==> src/rtl/arbitro_rr4.sv <==
// arbitro_rr4: 4-input round-robin arbiter with a registered valid/ready output channel.
// The winner's word is captured into y, the requester gets a one-cycle ack and the
// priority pointer moves past the winner so every requester is served in turn.
module arbitro_rr4 #(
    parameter int unsigned WIDTH = 8
) (
    input  logic             clk,
    input  logic             rst,
    input  logic [3:0]       req,
    input  logic [WIDTH-1:0] data0,
    input  logic [WIDTH-1:0] data1,
    input  logic [WIDTH-1:0] data2,
    input  logic [WIDTH-1:0] data3,
    output logic [3:0]       ack,
    output logic [1:0]       sel,
    output logic [WIDTH-1:0] y,
    output logic             y_valid,
    input  logic             y_ready,
    output logic [7:0]       grant_cnt
);

    localparam int unsigned NREQ = 4;
    localparam int unsigned PW   = 2;
    localparam int unsigned CW   = 8;

    typedef enum logic {
        IDLE = 1'b0,
        HOLD = 1'b1
    } state_t;

    state_t            state, state_nxt;
    logic [PW-1:0]     ptr, ptr_nxt;
    logic [PW-1:0]     sel_nxt;
    logic [NREQ-1:0]   ack_nxt;
    logic [WIDTH-1:0]  y_nxt;
    logic              y_valid_nxt;
    logic [CW-1:0]     cnt_nxt;

    logic [NREQ-1:0]   ereq;
    logic              win_found;
    logic [PW-1:0]     win;
    logic [WIDTH-1:0]  win_data;

    // Rotating priority scan of the effective requests starting at ptr.
    always_comb begin
        ereq      = req & ~ack;
        win_found = 1'b0;
        win       = '0;
        for (int k = 0; k < NREQ; k++) begin
            if (!win_found && ereq[ptr + PW'(k)]) begin
                win_found = 1'b1;
                win       = ptr + PW'(k);
            end
        end
    end

    // Output mux driven by the current winner.
    always_comb begin
        case (win)
            2'd0:    win_data = data0;
            2'd1:    win_data = data1;
            2'd2:    win_data = data2;
            default: win_data = data3;
        endcase
    end

    // Next-state and next-output logic; a capture refills y in the same cycle it drains.
    always_comb begin
        state_nxt   = state;
        ptr_nxt     = ptr;
        sel_nxt     = sel;
        ack_nxt     = '0;
        y_nxt       = y;
        y_valid_nxt = y_valid;
        cnt_nxt     = grant_cnt;

        case (state)
            IDLE: begin
                if (win_found) begin
                    y_nxt       = win_data;
                    sel_nxt     = win;
                    ack_nxt     = NREQ'(1) << win;
                    y_valid_nxt = 1'b1;
                    ptr_nxt     = win + PW'(1);
                    state_nxt   = HOLD;
                end
            end
            HOLD: begin
                if (y_ready) begin
                    cnt_nxt = grant_cnt + CW'(1);
                    if (win_found) begin
                        y_nxt       = win_data;
                        sel_nxt     = win;
                        ack_nxt     = NREQ'(1) << win;
                        y_valid_nxt = 1'b1;
                        ptr_nxt     = win + PW'(1);
                        state_nxt   = HOLD;
                    end else begin
                        y_valid_nxt = 1'b0;
                        state_nxt   = IDLE;
                    end
                end
            end
            default: begin
                state_nxt   = IDLE;
                y_valid_nxt = 1'b0;
            end
        endcase
    end

    // State and output registers with synchronous reset.
    always_ff @(posedge clk) begin
        if (rst) begin
            state     <= IDLE;
            ptr       <= '0;
            sel       <= '0;
            ack       <= '0;
            y         <= '0;
            y_valid   <= 1'b0;
            grant_cnt <= '0;
        end else begin
            state     <= state_nxt;
            ptr       <= ptr_nxt;
            sel       <= sel_nxt;
            ack       <= ack_nxt;
            y         <= y_nxt;
            y_valid   <= y_valid_nxt;
            grant_cnt <= cnt_nxt;
        end
    end

endmodule

==> config.mk <==
export PLATFORM = sky130hd
export DESIGN_NAME = arbitro_rr4
export DESIGN_NICKNAME = d
export VERILOG_FILES = /design/src/rtl/arbitro_rr4.sv
export SDC_FILE = /design/constraint.sdc
export NUM_CORES = 1
export LEC_CHECK = 0
export CAP_MARGIN = 20
export CORE_MARGIN = 2
export CORE_UTILIZATION = 37
export CTS_BUF_LIST = sky130_fd_sc_hd__clkbuf_8 sky130_fd_sc_hd__clkbuf_16
export CTS_CLUSTER_DIAMETER = 50
export CTS_CLUSTER_SIZE = 28
export DETAILED_ROUTE_END_ITERATION = 10
export GPL_ROUTABILITY_DRIVEN = 0
export PLACE_DENSITY_LB_ADDON = 0.3
export SLEW_MARGIN = 30
export SYNTH_ARGS = -nofsm -noshare
export SYNTH_HDL_FRONTEND = slang
export SYNTH_SLANG_ARGS = --single-unit
==> constraint.sdc <==
create_clock -name clk -period 2.17 [get_ports clk]
set_input_delay 0.217 -clock clk [delete_from_list [all_inputs] [get_ports clk]]
set_output_delay 0.217 -clock clk [all_outputs]
set_load 0.02 [all_outputs]
Yosys cells after proc, flatten, opt, wreduce, memory -nomap -nowiden
Cells that the tools add are included.
{"block": "word_totals", "ff_bits": 26, "output_inout_bits": 23, "word_cells": 68}
{"block": "op_classes", "addsub": 5, "magnitude_cmp": 4, "eq_ne": 4, "shift": 1, "mux": 35, "bitwise": 3, "reduce_logical": 9}
{"cell": "case mux 8 bit (3 select lines)", "count": 1}
{"cell": "two-way mux 2 bit", "count": 8}
{"cell": "two-way mux 8 bit", "count": 2}
{"cell": "case mux 8 bit (2 select lines)", "count": 1}
{"cell": "less-than comparator 2 x 3 -> 1 bit (second input constant)", "count": 4}
{"cell": "two-way mux 1 bit", "count": 12}
{"cell": "adder 8 x 1 -> 8 bit (second input constant)", "count": 1}
{"cell": "binary-select mux 1 bit (select 2 bit)", "count": 4}
{"cell": "two-way mux 4 bit", "count": 2}
{"cell": "case mux 2 bit (2 select lines)", "count": 2}
{"cell": "case mux 4 bit (2 select lines)", "count": 1}
{"cell": "adder 2 x 1 -> 2 bit (second input constant)", "count": 2}
{"cell": "adder 2 bit (second input constant)", "count": 2}
{"cell": "AND 4 bit", "count": 1}
{"cell": "inequality test 2 bit (second input constant)", "count": 2}
{"cell": "inverter 4 bit", "count": 1}
{"cell": "case mux 1 bit (2 select lines)", "count": 2}
{"cell": "AND reduction 2 bit", "count": 2}
{"cell": "left shift 1 x 2 -> 4 bit (first input constant)", "count": 1}
{"cell": "logical AND 1 bit", "count": 3}
{"cell": "logical NOT 1 bit", "count": 3}
{"cell": "== test 2 x 1 -> 1 bit (second input constant)", "count": 1}
{"cell": "== test 2 bit (second input constant)", "count": 1}
{"cell": "logical NOT 2 bit", "count": 1}
{"cell": "inverter 1 bit", "count": 1}

Depth between registers and ports, before layout
Gate-level depths: netlist of the first run.
{"block": "depth", "depth_word": 19, "ltp_mapped": 10}

Least setup slack after synthesis of the first run
Ideal clock, no wire load.
{"block": "synth_timing", "kind": "flip-flop to flip-flop", "from": "register ack[0]", "to": "register y[2]", "setup_time_ns": 0.128, "arrival_time_ns": 2.156, "t_required_ns": 2.042, "path_slack_ns": -0.113, "path_stages_with_launch": 11, "n_path_buf": 1, "path_cell_list": "dfxtp_1 nor2b_1 a21oi_1 o21ai_0 inv_1 ha_1 buf_1 a222oi_1 o21ai_0 mux2i_1 nor2_1"}
{"block": "synth_via", "elab_chain_len": 19, "word_cells_on_any_way": 31, "cone_classes": "2 x eq/ne; 20 x mux; 2 x bitwise; 7 x reduce/logical"}
{"item": "start, declared", "line": "14", "source": "output logic [3:0] ack,"}
{"item": "start signal, assigned", "line": "125", "source": "ack <= ack_nxt;"}
{"item": "inverter 4 bit *", "line": "46", "source": "ereq = req & ~ack;"}
{"item": "AND 4 bit *", "line": "46"}
{"item": "binary-select mux 1 bit (select 2 bit)", "line": "50", "source": "if (!win_found && ereq[ptr + PW'(k)]) begin"}
{"item": "two-way mux 1 bit (not written as such)", "line": "50"}
{"item": "two-way mux 1 bit", "line": "50"}
{"item": "logical NOT 1 bit", "line": "50"}
{"item": "logical AND 1 bit", "line": "50"}
{"item": "two-way mux 1 bit", "line": "50"}
{"item": "[... 4 more ...]"}
{"item": "logical AND 1 bit", "line": "50"}
{"item": "two-way mux 2 bit *", "line": "50"}
{"item": "net win[1]", "line": "41", "source": "logic [PW-1:0] win;"}
{"item": "== test 2 bit, or another cell as far along", "line": "59", "source": "case (win)"}
{"item": "case mux 8 bit (3 select lines) *", "line": "59"}
{"item": "two-way mux 8 bit *", "line": "79, 91"}
{"item": "two-way mux 8 bit", "line": "89", "source": "if (y_ready) begin"}
{"item": "case mux 8 bit (2 select lines) *", "line": "77", "source": "case (state)"}
{"item": "end signal, assigned", "line": "126", "source": "y <= y_nxt;"}
{"item": "end, declared", "line": "16", "source": "output logic [WIDTH-1:0] y,"}
Mark *: on every way through the listed nets, which the timed path passes. The rest lies on a longest branch. The select of a mux whose other input is x is not followed.
A chain may end at the register's enable or synchronous reset.

Worst setup path after layout of the first run
{"block": "layout_timing", "from": "input req[2]", "to": "register y[4]"}
{"block": "layout_via", "elab_chain_len": 18, "word_cells_on_any_way": 30, "cone_classes": "2 x eq/ne; 20 x mux; 1 x bitwise; 7 x reduce/logical"}
{"item": "start, declared", "line": "9", "source": "input logic [3:0] req,"}
{"item": "AND 4 bit *", "line": "46"}
{"item": "binary-select mux 1 bit (select 2 bit)", "line": "50"}
{"item": "two-way mux 1 bit (not written as such)", "line": "50"}
{"item": "two-way mux 1 bit", "line": "50"}
{"item": "logical NOT 1 bit", "line": "50"}
{"item": "logical AND 1 bit", "line": "50"}
{"item": "two-way mux 1 bit", "line": "50"}
{"item": "logical NOT 1 bit", "line": "50"}
{"item": "[... 2 more ...]"}
{"item": "logical NOT 1 bit", "line": "50"}
{"item": "logical AND 1 bit", "line": "50"}
{"item": "two-way mux 2 bit", "line": "50"}
{"item": "== test 2 bit, or another cell as far along", "line": "59"}
{"item": "case mux 8 bit (3 select lines)", "line": "59"}
{"item": "two-way mux 8 bit *", "line": "79, 91"}
{"item": "two-way mux 8 bit", "line": "89"}
{"item": "case mux 8 bit (2 select lines) *", "line": "77"}
Every way passes the cells marked *; elsewhere a longest branch is shown, timed or not. The select of a mux whose other input is x is not followed.

==> impl_metrics.xml, run 1 <==
<?xml version="1.0" encoding="UTF-8"?>
<metrics>
  <group name="setup_path">
    <metric name="cpPeakStageDelay" unit="ns">0.41</metric>
    <metric name="ff2ff_setup_slack" unit="ns">0.14</metric>
    <metric name="worstPathMaxFanout" unit="">8</metric>
    <metric name="critical_path.cell_chain" unit="">clkdlybuf4s50_1 &gt; nor2b_1 &gt; a22oi_2 &gt; o211ai_1 &gt; or2_4 &gt; ha_4 &gt; a222oi_1 &gt; o21ai_0 &gt; mux2i_1 &gt; nor2_1</metric>
    <metric name="crit_type" unit="">input port to flop</metric>
    <metric name="required" unit="ns">2.34</metric>
    <metric name="timing.critical_path.max_delay_family" unit="">compound AO/OA/AOI/OAI gates</metric>
    <metric name="endpoint_kind" unit="">flop</metric>
    <metric name="critical_path.n_buffers_inverters" unit="">1</metric>
    <metric name="critical_path_arrival" unit="ns">2.23</metric>
    <metric name="crit_slowest_cell" unit="">sky130_fd_sc_hd__clkdlybuf4s50_1</metric>
    <metric name="worstSetupStartpointType" unit="">input port</metric>
  </group>
  <group name="synthesis">
    <metric name="synth_enable_flop_cells" unit="">0</metric>
    <metric name="synth.yosys.seq_area_share" unit="%">39.25</metric>
    <metric name="ys_dominant_reg_cell" unit="">sky130_fd_sc_hd__dfxtp_1</metric>
    <metric name="syn_area_per_cell" unit="µm²">8.783</metric>
    <metric name="synthesis.nets" unit="">196</metric>
    <metric name="synth-async-reset-ratio" unit="%">0</metric>
    <metric name="synthesized_flop_and_latch_total" unit="">26</metric>
    <metric name="synth-warning-count" unit="">0</metric>
    <metric name="synth_area" unit="µm²">1326</metric>
    <metric name="synthesized_instance_count" unit="">151</metric>
    <metric name="netlist-cell-type-count" unit="">33</metric>
  </group>
  <group name="clocking">
    <metric name="clock_h_tree_levels" unit="">1</metric>
    <metric name="cts_tree" unit="">built</metric>
    <metric name="cts_root_buffer" unit="">sky130_fd_sc_hd__clkbuf_8</metric>
    <metric name="holdBufCountCts" unit="">0</metric>
    <metric name="clk_pin_slew_worst_paths" unit="ns">0.09</metric>
    <metric name="numClockSinks" unit="">26</metric>
    <metric name="cts_buffers" unit="">3</metric>
    <metric name="cts_max_path_buffers" unit="">2</metric>
    <metric name="worstSkewPairLatency" unit="ns">0.26</metric>
  </group>
  <group name="power_and_ir_drop">
    <metric name="peakVddDrop" unit="mV">0.5388</metric>
    <metric name="pwr-share-clk" unit="%">16.8</metric>
    <metric name="power_report.internal_total" unit="mW">1.512</metric>
    <metric name="power.density_cell_area" unit="nW/µm²">1032</metric>
    <metric name="pwr-share-comb" unit="%">54.4</metric>
    <metric name="leakagePower" unit="nW">0.8941</metric>
    <metric name="seqPwrFrac" unit="%">28.8</metric>
    <metric name="power_switching_share" unit="%">35.10</metric>
    <metric name="p_sw" unit="µW">817.9</metric>
  </group>
  <group name="finish">
    <metric name="syn2layout_area_growth" unit="%">70.28</metric>
    <metric name="antennaDiodeCount" unit="">0</metric>
    <metric name="final_nets" unit="">272</metric>
    <metric name="cell_count_final_fillers_out" unit="">272</metric>
    <metric name="final_util" unit="%">66.63</metric>
    <metric name="layout-drive-gt1-share" unit="%">17.70</metric>
  </group>
  <group name="global_route">
    <metric name="wire_length_of_the_first_global_routing_pass" unit="µm">5982</metric>
    <metric name="grt_max_degree" unit="">17</metric>
    <metric name="grt_pass1_vias" unit="">1380</metric>
    <metric name="remaining_global_route_overflow" unit="">0</metric>
    <metric name="grt_util_all_layers" unit="%">18.37</metric>
    <metric name="antenna_violations_before_repair" unit="">0</metric>
  </group>
  <group name="detailed_routing">
    <metric name="route.detailed.vias_per_inst" unit="">5.063</metric>
    <metric name="drtPass1Iterations" unit="">4</metric>
    <metric name="drtIter0Drc" unit="">100</metric>
    <metric name="drc_errors_left" unit="">0</metric>
    <metric name="drtAntennaViolNets" unit="">0</metric>
    <metric name="overall_via_count_from_detail_route" unit="">1377</metric>
    <metric name="totalWireLength" unit="µm">3755</metric>
    <metric name="wire_per_inst" unit="µm">13.81</metric>
  </group>
  <group name="floorplan">
    <metric name="top_ports" unit="">62</metric>
    <metric name="fp.dieH" unit="µm">63.87</metric>
    <metric name="die-area" unit="µm²">4079</metric>
    <metric name="chipWidth" unit="µm">63.87</metric>
    <metric name="placeableCoreArea" unit="µm²">3390</metric>
    <metric name="number_of_rows_in_the_core_area" unit="">21</metric>
    <metric name="starting_density" unit="%">39.13</metric>
  </group>
  <group name="timing">
    <metric name="unrepaired_setup_endpoints_after_global_routing" unit="">yes</metric>
    <metric name="fraction_of_the_cycle_the_final_worst_path_needs" unit="%">95.28</metric>
    <metric name="drv_slew" unit="">0</metric>
    <metric name="setup_total_negative_slack" unit="ns">0</metric>
    <metric name="min_period" unit="ns">2.067</metric>
    <metric name="slew-limit-headroom" unit="%">74.40</metric>
    <metric name="tightestPinTransition" unit="ns">0.3828</metric>
    <metric name="fmax" unit="MHz">483.7</metric>
    <metric name="fin_worst_skew" unit="ns">0.007018</metric>
    <metric name="setup_viol_count_final" unit="">0</metric>
    <metric name="holdWs" unit="ns">0.4923</metric>
    <metric name="report.final.hold_viol_count" unit="">0</metric>
  </group>
  <group name="place">
    <metric name="place.detailed.hpwl" unit="µm">2841</metric>
    <metric name="io_buffers" unit="">61</metric>
    <metric name="inst_count_dp" unit="">266</metric>
  </group>
  <group name="hold_path">
    <metric name="worstHoldPathType" unit="">flop to flop</metric>
  </group>
  <group name="run_status">
    <metric name="run_status" unit="">finished clean</metric>
  </group>
  <group name="flow_run">
    <metric name="max_cap_viol_count" unit="">0</metric>
  </group>
</metrics>
-- flip-flops by register name (all words and copies together) (netlist names) --
name	flops
y	8
sel	2
grant_cnt	8
y_valid	1
ack	4
state	1
ptr	2
-- worst reg2reg max path, stage by stage (launching register included) --
cell and delay [ns]:
sky130_fd_sc_hd__dfxtp_2 0.39, sky130_fd_sc_hd__nor2_1 0.07, sky130_fd_sc_hd__a22oi_2 0.18, sky130_fd_sc_hd__o211ai_1 0.14
sky130_fd_sc_hd__or2_4 0.28, sky130_fd_sc_hd__ha_4 0.20, sky130_fd_sc_hd__a222oi_1 0.35, sky130_fd_sc_hd__o21ai_0 0.13
sky130_fd_sc_hd__mux2i_1 0.15, sky130_fd_sc_hd__nor2_1 0.05
-- path summary, 6_finish.rpt --
| check | from | endpoint | cells past startpoint |
|---|---|---|---|
| max | req[2] | y[4] | 10 |
| min | sel[1] | sel[1] | 2 |
| max reg2reg | ptr[0] | y[4] | 9 |
| min reg2reg | sel[1] | sel[1] | 2 |
-- cells by family (layout without fill, tap and decap cells) --
family                     after synthesis  count (layout)  synth area share [%]
muxes                                    9               9                 6.793
DFF                                     26              26                 39.25
xor gates and xnor gates                 5               5                 3.302
adders and majority gates                6               6                 5.660
buffers and inverters                   10              85                 3.396
and+or+nand+nor                         60              60                 22.36
AOI/OAI and AO/OA                       35              35                 19.25
-- layer usage --
metal | track usage, % | up-vias | share of wire (%)
met1 | 21.57 | 635 | 41
met5 | 0 | - | 0
met3 | 5.458 | 2 | 7.7
li1 | - | 686 | -
met4 | 4.076 | 0 | 0.53
met2 | 32.68 | 54 | 50
-- power by group through the flow --
stage          clock (mW)  sequential, mW  combinational, mW
2_1_floorplan           0           0.768              0.513
3_3_place_gp            0           0.667               1.08
3_5_place_dp            0           0.670               1.11
4_1_cts             0.398           0.663               1.18
5_1_grt             0.434           0.687               1.37
6_report            0.391           0.671               1.27
-- layout by cell type, fill, tap and decap left out, types with 3 or more instances in the layout --
master and instances:
sky130_fd_sc_hd__a21oi_1 6, sky130_fd_sc_hd__a222oi_1 8, sky130_fd_sc_hd__and2_1 4, sky130_fd_sc_hd__buf_4 16, sky130_fd_sc_hd__clkbuf_8 3, sky130_fd_sc_hd__clkdlybuf4s50_1 60, sky130_fd_sc_hd__dfxtp_1 22, sky130_fd_sc_hd__dfxtp_2 4
sky130_fd_sc_hd__ha_1 3, sky130_fd_sc_hd__ha_4 3, sky130_fd_sc_hd__mux2i_1 9, sky130_fd_sc_hd__nand2_1 13, sky130_fd_sc_hd__nand2b_1 6, sky130_fd_sc_hd__nand3_1 5, sky130_fd_sc_hd__nor2_1 17, sky130_fd_sc_hd__nor2b_1 3
sky130_fd_sc_hd__nor2b_4 3, sky130_fd_sc_hd__o21ai_0 8, sky130_fd_sc_hd__xnor2_1 3
-- Yosys cell counts (all sizes together) (3+ instances only) --
| cell | number | area [µm²] |
|---|---|---|
| dfxtp | 26 | 520.5 |
| nor2 | 18 | 67.56 |
| nand2 | 13 | 48.80 |
| o21ai | 11 | 55.05 |
| mux2i | 9 | 90.09 |
| a222oi | 8 | 80.08 |
| nand2b | 7 | 43.79 |
| a21oi | 6 | 30.03 |
| ha | 6 | 75.07 |
| nor2b | 6 | 45.04 |
| nand3 | 5 | 25.02 |
| and2 | 4 | 25.02 |
| clkbuf | 4 | 15.01 |
| buf | 3 | 18.77 |
| inv | 3 | 11.26 |
| xnor2 | 3 | 26.28 |
-- layout make-up --
cell class | count | area, µm²
multi-input combinational | 115 | 839.6
clock buffer | 3 | 41.29
tap | 46 | 57.56
clock inverter | 1 | 30.03
timing repair buffer | 78 | 753.2
sequential | 26 | 525.5
inverter | 3 | 11.26
fill | 266 | 1131
-- per-stage QoR --
stage / power, mW / setup WS, ns / area [µm²]
4_1_cts: 2.243 / 0.02547 / 2202
6_report: 2.330 / 0.1025 / 2258
3_5_place_dp: 1.785 / -0.4050 / 2098
2_1_floorplan: 1.281 / 0.003588 / 1339
3_3_place_gp: 1.749 / -0.3149 / 2098
5_1_grt: 2.493 / -0.03800 / 2258
-- repair_timing --
action | in CTS | in global routing
endpoints found under the hold margin | 0 | 0
buffers inserted | 0 | 2
endpoints found under the setup margin | 8 | 8
pin swaps | 1 | 4
resized for setup | 7 | 13
Note: power is estimated with default switching activity, not from simulation.
==> inputs of run 2 (changes only) <==
--- a/config.mk
+++ b/config.mk
@@ -18,3 +18,4 @@
 export SYNTH_ARGS = -nofsm -noshare
 export SYNTH_HDL_FRONTEND = slang
 export SYNTH_SLANG_ARGS = --single-unit
+export TNS_END_PERCENT = 100
==> results of run 2 <==
Same layout as run 1: the final DEF is identical, and so are final timing and power.
==> inputs of run 3 (changes only) <==
--- a/config.mk
+++ b/config.mk
@@ -5,7 +5,6 @@
 export SDC_FILE = /design/constraint.sdc
 export NUM_CORES = 1
 export LEC_CHECK = 0
-export CAP_MARGIN = 20
 export CORE_MARGIN = 2
 export CORE_UTILIZATION = 37
 export CTS_BUF_LIST = sky130_fd_sc_hd__clkbuf_8 sky130_fd_sc_hd__clkbuf_16
==> results of run 3 <==
Same layout as run 1: the final DEF is identical, and so are final timing and power.
